File: src/rtl/alu_share_arb.sv
// Two-client arbiter time-sharing one combinational 32-bit ALU, with an
// in-order response FIFO tagged by requester index.

package definitions;
    typedef enum logic [2:0] {
        ALU_OR  = 3'd0,
        ALU_AND = 3'd1,
        ALU_ADD = 3'd2,
        ALU_SUB = 3'd3
    } alu_operation;
endpackage

module alu
    import definitions::*;
(
    input  logic [31:0]  rs_i,
    input  logic [31:0]  rt_i,
    input  alu_operation op_i,
    output logic [31:0]  result_o,
    output logic         zero_o
);
    always_comb begin
        result_o = '0;
        case (op_i)
            ALU_OR:  result_o = rs_i | rt_i;
            ALU_AND: result_o = rs_i & rt_i;
            ALU_ADD: result_o = rs_i + rt_i;
            ALU_SUB: result_o = rs_i - rt_i;
            default: result_o = '0;
        endcase
    end

    assign zero_o = (result_o == 32'd0);
endmodule

module alu_share_arb
    import definitions::*;
#(
    parameter int RSP_DEPTH = 2
) (
    input  logic         clk,
    input  logic         rst_n,

    input  logic         req0_valid_i,
    output logic         req0_ready_o,
    input  logic [31:0]  req0_rs_i,
    input  logic [31:0]  req0_rt_i,
    input  alu_operation req0_op_i,

    input  logic         req1_valid_i,
    output logic         req1_ready_o,
    input  logic [31:0]  req1_rs_i,
    input  logic [31:0]  req1_rt_i,
    input  alu_operation req1_op_i,

    output logic         rsp_valid_o,
    input  logic         rsp_ready_i,
    output logic         rsp_id_o,
    output logic [31:0]  rsp_result_o,
    output logic         rsp_zero_o,
    output logic         busy_o
);
    localparam int PTR_W = (RSP_DEPTH > 1) ? $clog2(RSP_DEPTH) : 1;
    localparam int CNT_W = $clog2(RSP_DEPTH + 1);
    localparam int ENT_W = 34;
    localparam logic [CNT_W-1:0] DEPTH_C = CNT_W'(RSP_DEPTH);
    localparam logic [PTR_W-1:0] LAST_C  = PTR_W'(RSP_DEPTH - 1);

    logic                rr_ptr_q, rr_ptr_d;
    logic [PTR_W-1:0]    wr_ptr_q, wr_ptr_d;
    logic [PTR_W-1:0]    rd_ptr_q, rd_ptr_d;
    logic [CNT_W-1:0]    count_q,  count_d;
    logic [ENT_W-1:0]    mem_q [RSP_DEPTH];

    logic                pop;
    logic                space;
    logic                gnt0, gnt1;
    logic                push;
    logic                gnt_id;
    logic [31:0]         alu_rs, alu_rt, alu_result;
    alu_operation        alu_op;
    logic                alu_zero;

    assign rsp_valid_o = (count_q != '0);
    assign busy_o      = rsp_valid_o;
    assign pop         = rsp_valid_o & rsp_ready_i;
    assign space       = (count_q < DEPTH_C) | pop;

    // Grants are held low while reset is asserted so nothing is accepted then.
    assign gnt0 = rst_n & space & req0_valid_i & (~req1_valid_i | ~rr_ptr_q);
    assign gnt1 = rst_n & space & req1_valid_i & (~req0_valid_i |  rr_ptr_q);
    assign push   = gnt0 | gnt1;
    assign gnt_id = gnt1;

    assign req0_ready_o = gnt0;
    assign req1_ready_o = gnt1;

    assign alu_rs = gnt1 ? req1_rs_i : req0_rs_i;
    assign alu_rt = gnt1 ? req1_rt_i : req0_rt_i;
    assign alu_op = gnt1 ? req1_op_i : req0_op_i;

    alu u_alu (
        .rs_i     (alu_rs),
        .rt_i     (alu_rt),
        .op_i     (alu_op),
        .result_o (alu_result),
        .zero_o   (alu_zero)
    );

    always_comb begin
        rr_ptr_d = rr_ptr_q;
        wr_ptr_d = wr_ptr_q;
        rd_ptr_d = rd_ptr_q;
        count_d  = count_q;

        if (push) begin
            rr_ptr_d = ~gnt_id;
            wr_ptr_d = (wr_ptr_q == LAST_C) ? '0 : wr_ptr_q + 1'b1;
        end
        if (pop) begin
            rd_ptr_d = (rd_ptr_q == LAST_C) ? '0 : rd_ptr_q + 1'b1;
        end
        if (push && !pop) begin
            count_d = count_q + 1'b1;
        end else if (!push && pop) begin
            count_d = count_q - 1'b1;
        end
    end

    always_ff @(posedge clk or negedge rst_n) begin
        if (!rst_n) begin
            rr_ptr_q <= 1'b0;
            wr_ptr_q <= '0;
            rd_ptr_q <= '0;
            count_q  <= '0;
        end else begin
            rr_ptr_q <= rr_ptr_d;
            wr_ptr_q <= wr_ptr_d;
            rd_ptr_q <= rd_ptr_d;
            count_q  <= count_d;
        end
    end

    // Storage is cleared on reset so the head fields read back as zero.
    always_ff @(posedge clk or negedge rst_n) begin
        if (!rst_n) begin
            for (int i = 0; i < RSP_DEPTH; i++) begin
                mem_q[i] <= '0;
            end
        end else if (push) begin
            mem_q[wr_ptr_q] <= {gnt_id, alu_result, alu_zero};
        end
    end

    assign {rsp_id_o, rsp_result_o, rsp_zero_o} = mem_q[rd_ptr_q];
endmodule

File: config.mk
export PLATFORM = sky130hd
export DESIGN_NAME = alu_share_arb
export DESIGN_NICKNAME = d
export VERILOG_FILES = /design/src/rtl/alu_share_arb.sv
export SDC_FILE = /design/constraint.sdc
export NUM_CORES = 1
export LEC_CHECK = 0
export ABC_CLOCK_PERIOD_IN_PS = 10700
export BUFFER_PORTS_ARGS = -buffer_cell sky130_fd_sc_hd__buf_4
export CORE_ASPECT_RATIO = 1.25
export CORE_MARGIN = 2
export CORE_UTILIZATION = 60
export DETAILED_ROUTE_END_ITERATION = 12
export PLACE_DENSITY_LB_ADDON = 0.12
export SYNTH_ARGS = -nofsm -noshare
export SYNTH_HDL_FRONTEND = slang
export SYNTH_HIERARCHICAL = 1
export SYNTH_SLANG_ARGS = --single-unit
File: constraint.sdc
create_clock -name clk -period 10.7 [get_ports clk]
set_input_delay 1.605 -clock clk [delete_from_list [all_inputs] [get_ports clk]]
set_output_delay 1.605 -clock clk [all_outputs]
set_load 0.01 [all_outputs]
==> run metrics, run 1 <==
status finished clean; Final Hold Viols 0; Max-slew headroom 0.223; top post-synthesis cells by count mux2_2, dfrtp_1, a21oi_1, nand2_1, nor2_1; vias in the first global route roughly 7000; Setup-failing EPs final 0; IO Pins 177; Hold WC Path Type flop to flop; die area between 0.01 and 0.015 mm^2; Die X about 100 um; total global-route track usage 0.329; Starting Density 0.614; post-synthesis sequential area ratio 0.246; PD cells around 220 mW/mm^2; Worst setup EP type flop; Max Fclk ~0.12 GHz; cell taking the most area after synthesis dfrtp_1; dpl hpwl 16200 um; Distinct cells, synth 71; Die Y ~130 um; pin count of the biggest net entering global routing 80; ys async rst share 1.00; design area ~0.009 mm^2; vias after detailed routing 6901; CP arrival 8.82 ns; Main synth FF type dfrtp_1; Top Family by Delay on Critical Path compound AO/OA/AOI/OAI gates; post-CTS resize count 0; clk slew on worst S/H paths 0.06 ns; Slew @ Worst Pin between 1 and 1.5 ns; Syn Nets around 950; worst vdd ir between 150 and 200 uV; I/O Buffers around 180; worst path bufs/invs 5; area grow syn2layout 22.8%; hold bufs inserted after CTS 0; DR WL/cell about 20 um; via density per instance between 6 and 7; Setup WS pre-CTS slightly above 2 ns; initial antenna violation count 0; Post-Synthesis Cells between 700 and 800; synth top area cells dfrtp_1, mux2_2, ha_1, mux2_4, a21oi_1; Avg Cell Area, Syn 9.54 um^2; initial drt markers 412; Post-Syn Area roughly 0.0074 mm^2; first-pass GRT wire length roughly 36000 um; Routed WL between 20000 and 25000 um; Slowest cell on crit path a221oi_1; CTS H-Tree Depth 3; CP Max Fanout 65; dpl cell area between 0.008 and 0.009 mm^2; Final Wtd Congestion 1.01; total CTS buffers 9; min Tclk post-route about 8.6 ns; CP Cell Sequence buf_4 > nand2b_1 > o2111ai_4 > buf_4 > mux2_4 > inv_1 > nor2_1 > buf_4 > nand2_1 > o21ai_0 > inv_1 > ha_1 > nor2b_1 > o21ai_2 > a311o_1 > a211oi_1 > nor2_1 > xor2_1 > a221oi_1 > nor2_1 > and4b_1 > and4b_1 > mux2_2; GRT Residual Overflow 0; CTS root buffer clkbuf_16; CTS tree built; maxcap violations 0; Slew Limit Fails 0; dominant cell by count in the synthesized netlist mux2_2; Final Worst Setup Slack about 2.1 ns; RSZ-0062 raised after global routing false; YS warnings 6; CTS sink count 73; post-CTS setup buffer count 0; top-area cell type share of the netlist area 0.246; clk_lat worst skew 0.34 ns; layout net count about 1100; clock buffer depth 2; drt first pass iters 5; # DRC 0; period utilization 0.804; Inserted Diodes 0; Pleak between 0.004 and 0.005 uW; ratio of cells with drive above 1 in the final layout 0.409; core area 0.0121 mm^2; TNS Setup 0 ns; final setup skew approximately 0.0075 ns; Critical Path Source Type input pin; Post-DRT Antenna Nets 0; critical setup path kind input pin to flop; EDFF count, synth 0; cell row count between 40 and 50; Critical Path Max Stage Delay 0.74 ns; Seq cells post-synth 73; WP data required 10.92 ns
per-layer routing:
layer / vias up / global-route usage / wire (um)
li1: 3211 / - / -
met1: 3344 / 0.415 / 9290
met2: 284 / 0.584 / 10800
met3: 62 / 0.0395 / 1090
met4: 0 / 0.122 / 654
met5: - / 0 / 0
worst register-to-register path, cell delays in order, from the launching register on:
cell       delay, ns
dfrtp_1         0.38
nand2b_1        0.26
o2111ai_4       0.22
buf_4           0.70
mux2_4          0.58
inv_1           0.20
nor2_1          0.13
buf_4           0.28
nand2_1         0.57
o21ai_0         0.58
inv_1           0.09
ha_1            0.28
nor2b_1         0.21
o21ai_2         0.14
a311o_1         0.36
a211oi_1        0.52
nor2_1          0.13
xor2_1          0.17
a221oi_1        0.74
nor2_1          0.13
and4b_1         0.25
and4b_1         0.21
mux2_2          0.28
final cells by class:
type,count,area (um^2)
fill,805,2970
tap,164,205
timing repair buffer,183,1370
clock buffer,10,239
inverter,18,67.6
clock inverter,6,115
multi-input combinational,644,5310
sequential,73,1830
layout by cell type, fill, tap and decap left out, types with 24 or more instances in the layout:
cell,n
buf_4,183
dfrtp_1,73
mux2_2,148
o21ai_0,33
nand2_1,54
ha_1,35
xnor2_1,30
xor2_1,24
a21oi_1,58
nor2_1,43
metrics by stage:
step | cells | util | hold slack (ns) | total power, uW
2_1_floorplan | 779 | - | 0.456 | 1250
3_3_place_gp | 1082 | 0.725 | 0.482 | 1560
3_5_place_dp | 1082 | 0.725 | 0.485 | 1610
4_1_cts | 1098 | 0.754 | 0.498 | 1980
5_1_grt | 1098 | 0.754 | 0.512 | 2110
6_report | 1098 | 0.754 | 0.501 | 2000
registers in the layout, indices dropped and copies added, names as in the netlist:
register,flops
mem_q,68
rr_ptr_q,1
wr_ptr_q,1
rd_ptr_q,1
count_q,2
where the power goes:
| part | switching [uW] | leakage (uW) | internal (uW) |
|---|---|---|---|
| Sequential | 70.7 | 0.000935 | 394 |
| Combinational | 608 | 0.00312 | 570 |
| Clock | 117 | 0.000169 | 235 |
| Total | 796 | 0.00422 | 1200 |
logic make-up after synthesis:
family | Yosys count | share of synthesized area
simple gates | 177 | 0.119
flops | 73 | 0.246
fa+ha+maj | 59 | 0.0927
mux | 172 | 0.270
compound gates | 182 | 0.168
xor+xnor | 54 | 0.0636
buf+inv | 62 | 0.0407
worst paths after layout:
check                            startpoint    endpoint  slack [ns]  depth (start not counted)
worst min register to register   count_q[1]  count_q[1]        0.50                          1
worst min-delay path             count_q[1]  count_q[1]        0.50                          1
min in group asynchronous             rst_n   mem_q[35]        1.55                          2
worst max-delay path            rsp_ready_i    mem_q[0]        2.10                         23
max in group asynchronous             rst_n   mem_q[63]        8.50                          2
worst max register to register   count_q[1]    mem_q[0]        3.16                         22
Note: power is estimated with default switching activity, not from simulation.
==> inputs of run 2 (changes only) <==
--- a/config.mk
+++ b/config.mk
@@ -5,11 +5,11 @@
 export SDC_FILE = /design/constraint.sdc
 export NUM_CORES = 1
 export LEC_CHECK = 0
-export ABC_CLOCK_PERIOD_IN_PS = 10700
+export ABC_CLOCK_PERIOD_IN_PS = 9010
 export BUFFER_PORTS_ARGS = -buffer_cell sky130_fd_sc_hd__buf_4
 export CORE_ASPECT_RATIO = 1.25
 export CORE_MARGIN = 2
-export CORE_UTILIZATION = 60
+export CORE_UTILIZATION = 56
 export DETAILED_ROUTE_END_ITERATION = 12
 export PLACE_DENSITY_LB_ADDON = 0.12
 export SYNTH_ARGS = -nofsm -noshare
==> constraint.sdc (replaced) <==
create_clock -name clk -period 9.01 [get_ports clk]
set_input_delay 1.3515 -clock clk [delete_from_list [all_inputs] [get_ports clk]]
set_output_delay 1.3515 -clock clk [all_outputs]
set_load 0.01 [all_outputs]
==> run metrics, run 2 (synthesized netlist as in run 1, its figures left out) <==
status finished clean; maxcap violations 0; busiest grt layer met2; Top Family by Delay on Critical Path compound AO/OA/AOI/OAI gates; Critical Path Source Type input pin; hold bufs inserted after CTS 0; vias in the first global route 6953; Slew Limit Fails 0; Fill cells ~1000; drt first pass iters 7; GR met3 Demand/Resource 0.0296; ratio of cells with drive above 1 in the final layout 0.406; CP Max Fanout 45; CTS tree built; RSZ-0062 raised after global routing false; WHS Path Cells 1; Max-slew headroom 0.216; Critical Path Max Stage Delay 0.62 ns; Slowest cell on crit path a2111oi_0; final setup skew 0.00429 ns; r2r worst-path depth 22; CTS sink count 73; met2 Use GR 0.506; total CTS buffers 9; # DRC 0; Die X around 110 um; clk slew on worst S/H paths approximately 0.050 ns; IO Pins approximately 180; commonest non-fill, non-tap cell in the layout buf_4; Inserted Diodes 0; dpl cell area around 0.009 mm^2; most frequent cells in the layout buf_4, mux2_2, dfrtp_1; initial antenna violation count 0; design area roughly 0.0091 mm^2; core area around 0.013 mm^2; total global-route track usage 0.302; dpl hpwl between 15000 and 20000 um; clock buffer depth 2; area grow syn2layout 22.7%; dpl cells 1090; fin cells approximately 1100; initial drt markers 361; hold_sp count_q[1]; reg-to-reg endpoint mem_q[34]; Final Wtd Congestion between 0.9 and 1; Routed WL 21200 um; Pleak about 0.0042 uW; Setup-failing EPs final 0; CTS H-Tree Depth 3; CP arrival roughly 7.7 ns; TNS Setup 0 ns; layout net count 1105; R2R setup slack about 2.4 ns; Worst setup EP type flop; Hold EP count_q[1]; GR Util met1 0.399; worst path bufs/invs 2; first-pass GRT wire length 34600 um; biggest regs mem_q x68, count_q x2; Max Fclk 0.134 GHz; Post-DRT Antenna Nets 0; cell row count 47; Slew @ Worst Pin between 1 and 1.5 ns; Final Worst Setup Slack 1.55 ns; clk_lat worst skew about 0.33 ns; Die Y between 100 and 150 um; Final Hold Viols 0; critical setup path kind input pin to flop; post-CTS resize count 0; CTS root buffer clkbuf_16; Largest Register mem_q; via density per instance slightly above 6; worst vdd ir 224 uV; Hold WC Path Type flop to flop; Starting Density 0.567; WP data required approximately 9.2 ns; Setup WS pre-CTS ~1.2 ns; reg-to-reg startpoint count_q[1]; max reg flops between 60 and 70; PD cells 253 mW/mm^2; pin count of the biggest net entering global routing 80; DR WL/cell approximately 19 um; min Tclk post-route 7.46 ns; vias after detailed routing 6857; die area approximately 0.014 mm^2; GRT Residual Overflow 0; I/O Buffers 176; post-CTS setup buffer count 0; period utilization 0.828; CP Cell Sequence buf_4 > nand2b_1 > o2111ai_4 > buf_4 > mux2_2 > nor4_2 > and2_1 > and3_1 > nand2_1 > o31ai_1 > xor2_1 > ha_1 > a21oi_1 > o21ai_1 > a2111oi_0 > a2111oi_1 > o21ai_1 > a21oi_1 > a41oi_1 > mux2i_1 > nor3_1 > and4b_1 > mux2_2
-- run 2: worst max-delay path by stage --
stage	slack (ns)	to	cells after the start	from
2_1_floorplan	2.31	mem_q[34]	26	req0_valid_i
3_3_place_gp	1.44	mem_q[0]	23	rsp_ready_i
3_5_place_dp	1.23	mem_q[34]	23	rsp_ready_i
4_1_cts	1.56	mem_q[34]	23	rsp_ready_i
5_1_grt	0.88	mem_q[34]	23	rsp_ready_i
6_report	1.55	mem_q[34]	23	rsp_ready_i
-- run 2: per-layer routing --
| metal | part of all wire | routed length (um) |
|---|---|---|
| met5 | 0 | 0 |
| met4 | 0.034 | 718 |
| met3 | 0.055 | 1160 |
| met2 | 0.48 | 10300 |
| met1 | 0.43 | 9090 |
-- run 2: power breakdown --
part	total (uW)	internal (uW)	switching, uW
logic	1380	676	701
registers	544	468	76.2
clock network	383	258	125
total	2300	1400	903
-- run 2: final cells by class --
cell class                 instances  area [um^2]  area share
multi-input combinational        644         5310       0.582
timing repair buffer             184         1380       0.151
sequential                        73         1830       0.200
tap                              171          214      0.0235
clock inverter                     2         60.1     0.00659
inverter                          18         67.6     0.00741
clock buffer                      14          264      0.0290
-- run 2: metrics by stage --
| stage | hold slack, ns | total power [uW] | utilization |
|---|---|---|---|
| after floorplan | 0.456 | 1480 | - |
| after global placement | 0.481 | 1870 | 0.671 |
| after detailed placement | 0.483 | 1900 | 0.671 |
| after CTS | 0.492 | 2300 | 0.695 |
| after global routing | 0.502 | 2450 | 0.695 |
| final | 0.491 | 2300 | 0.695 |
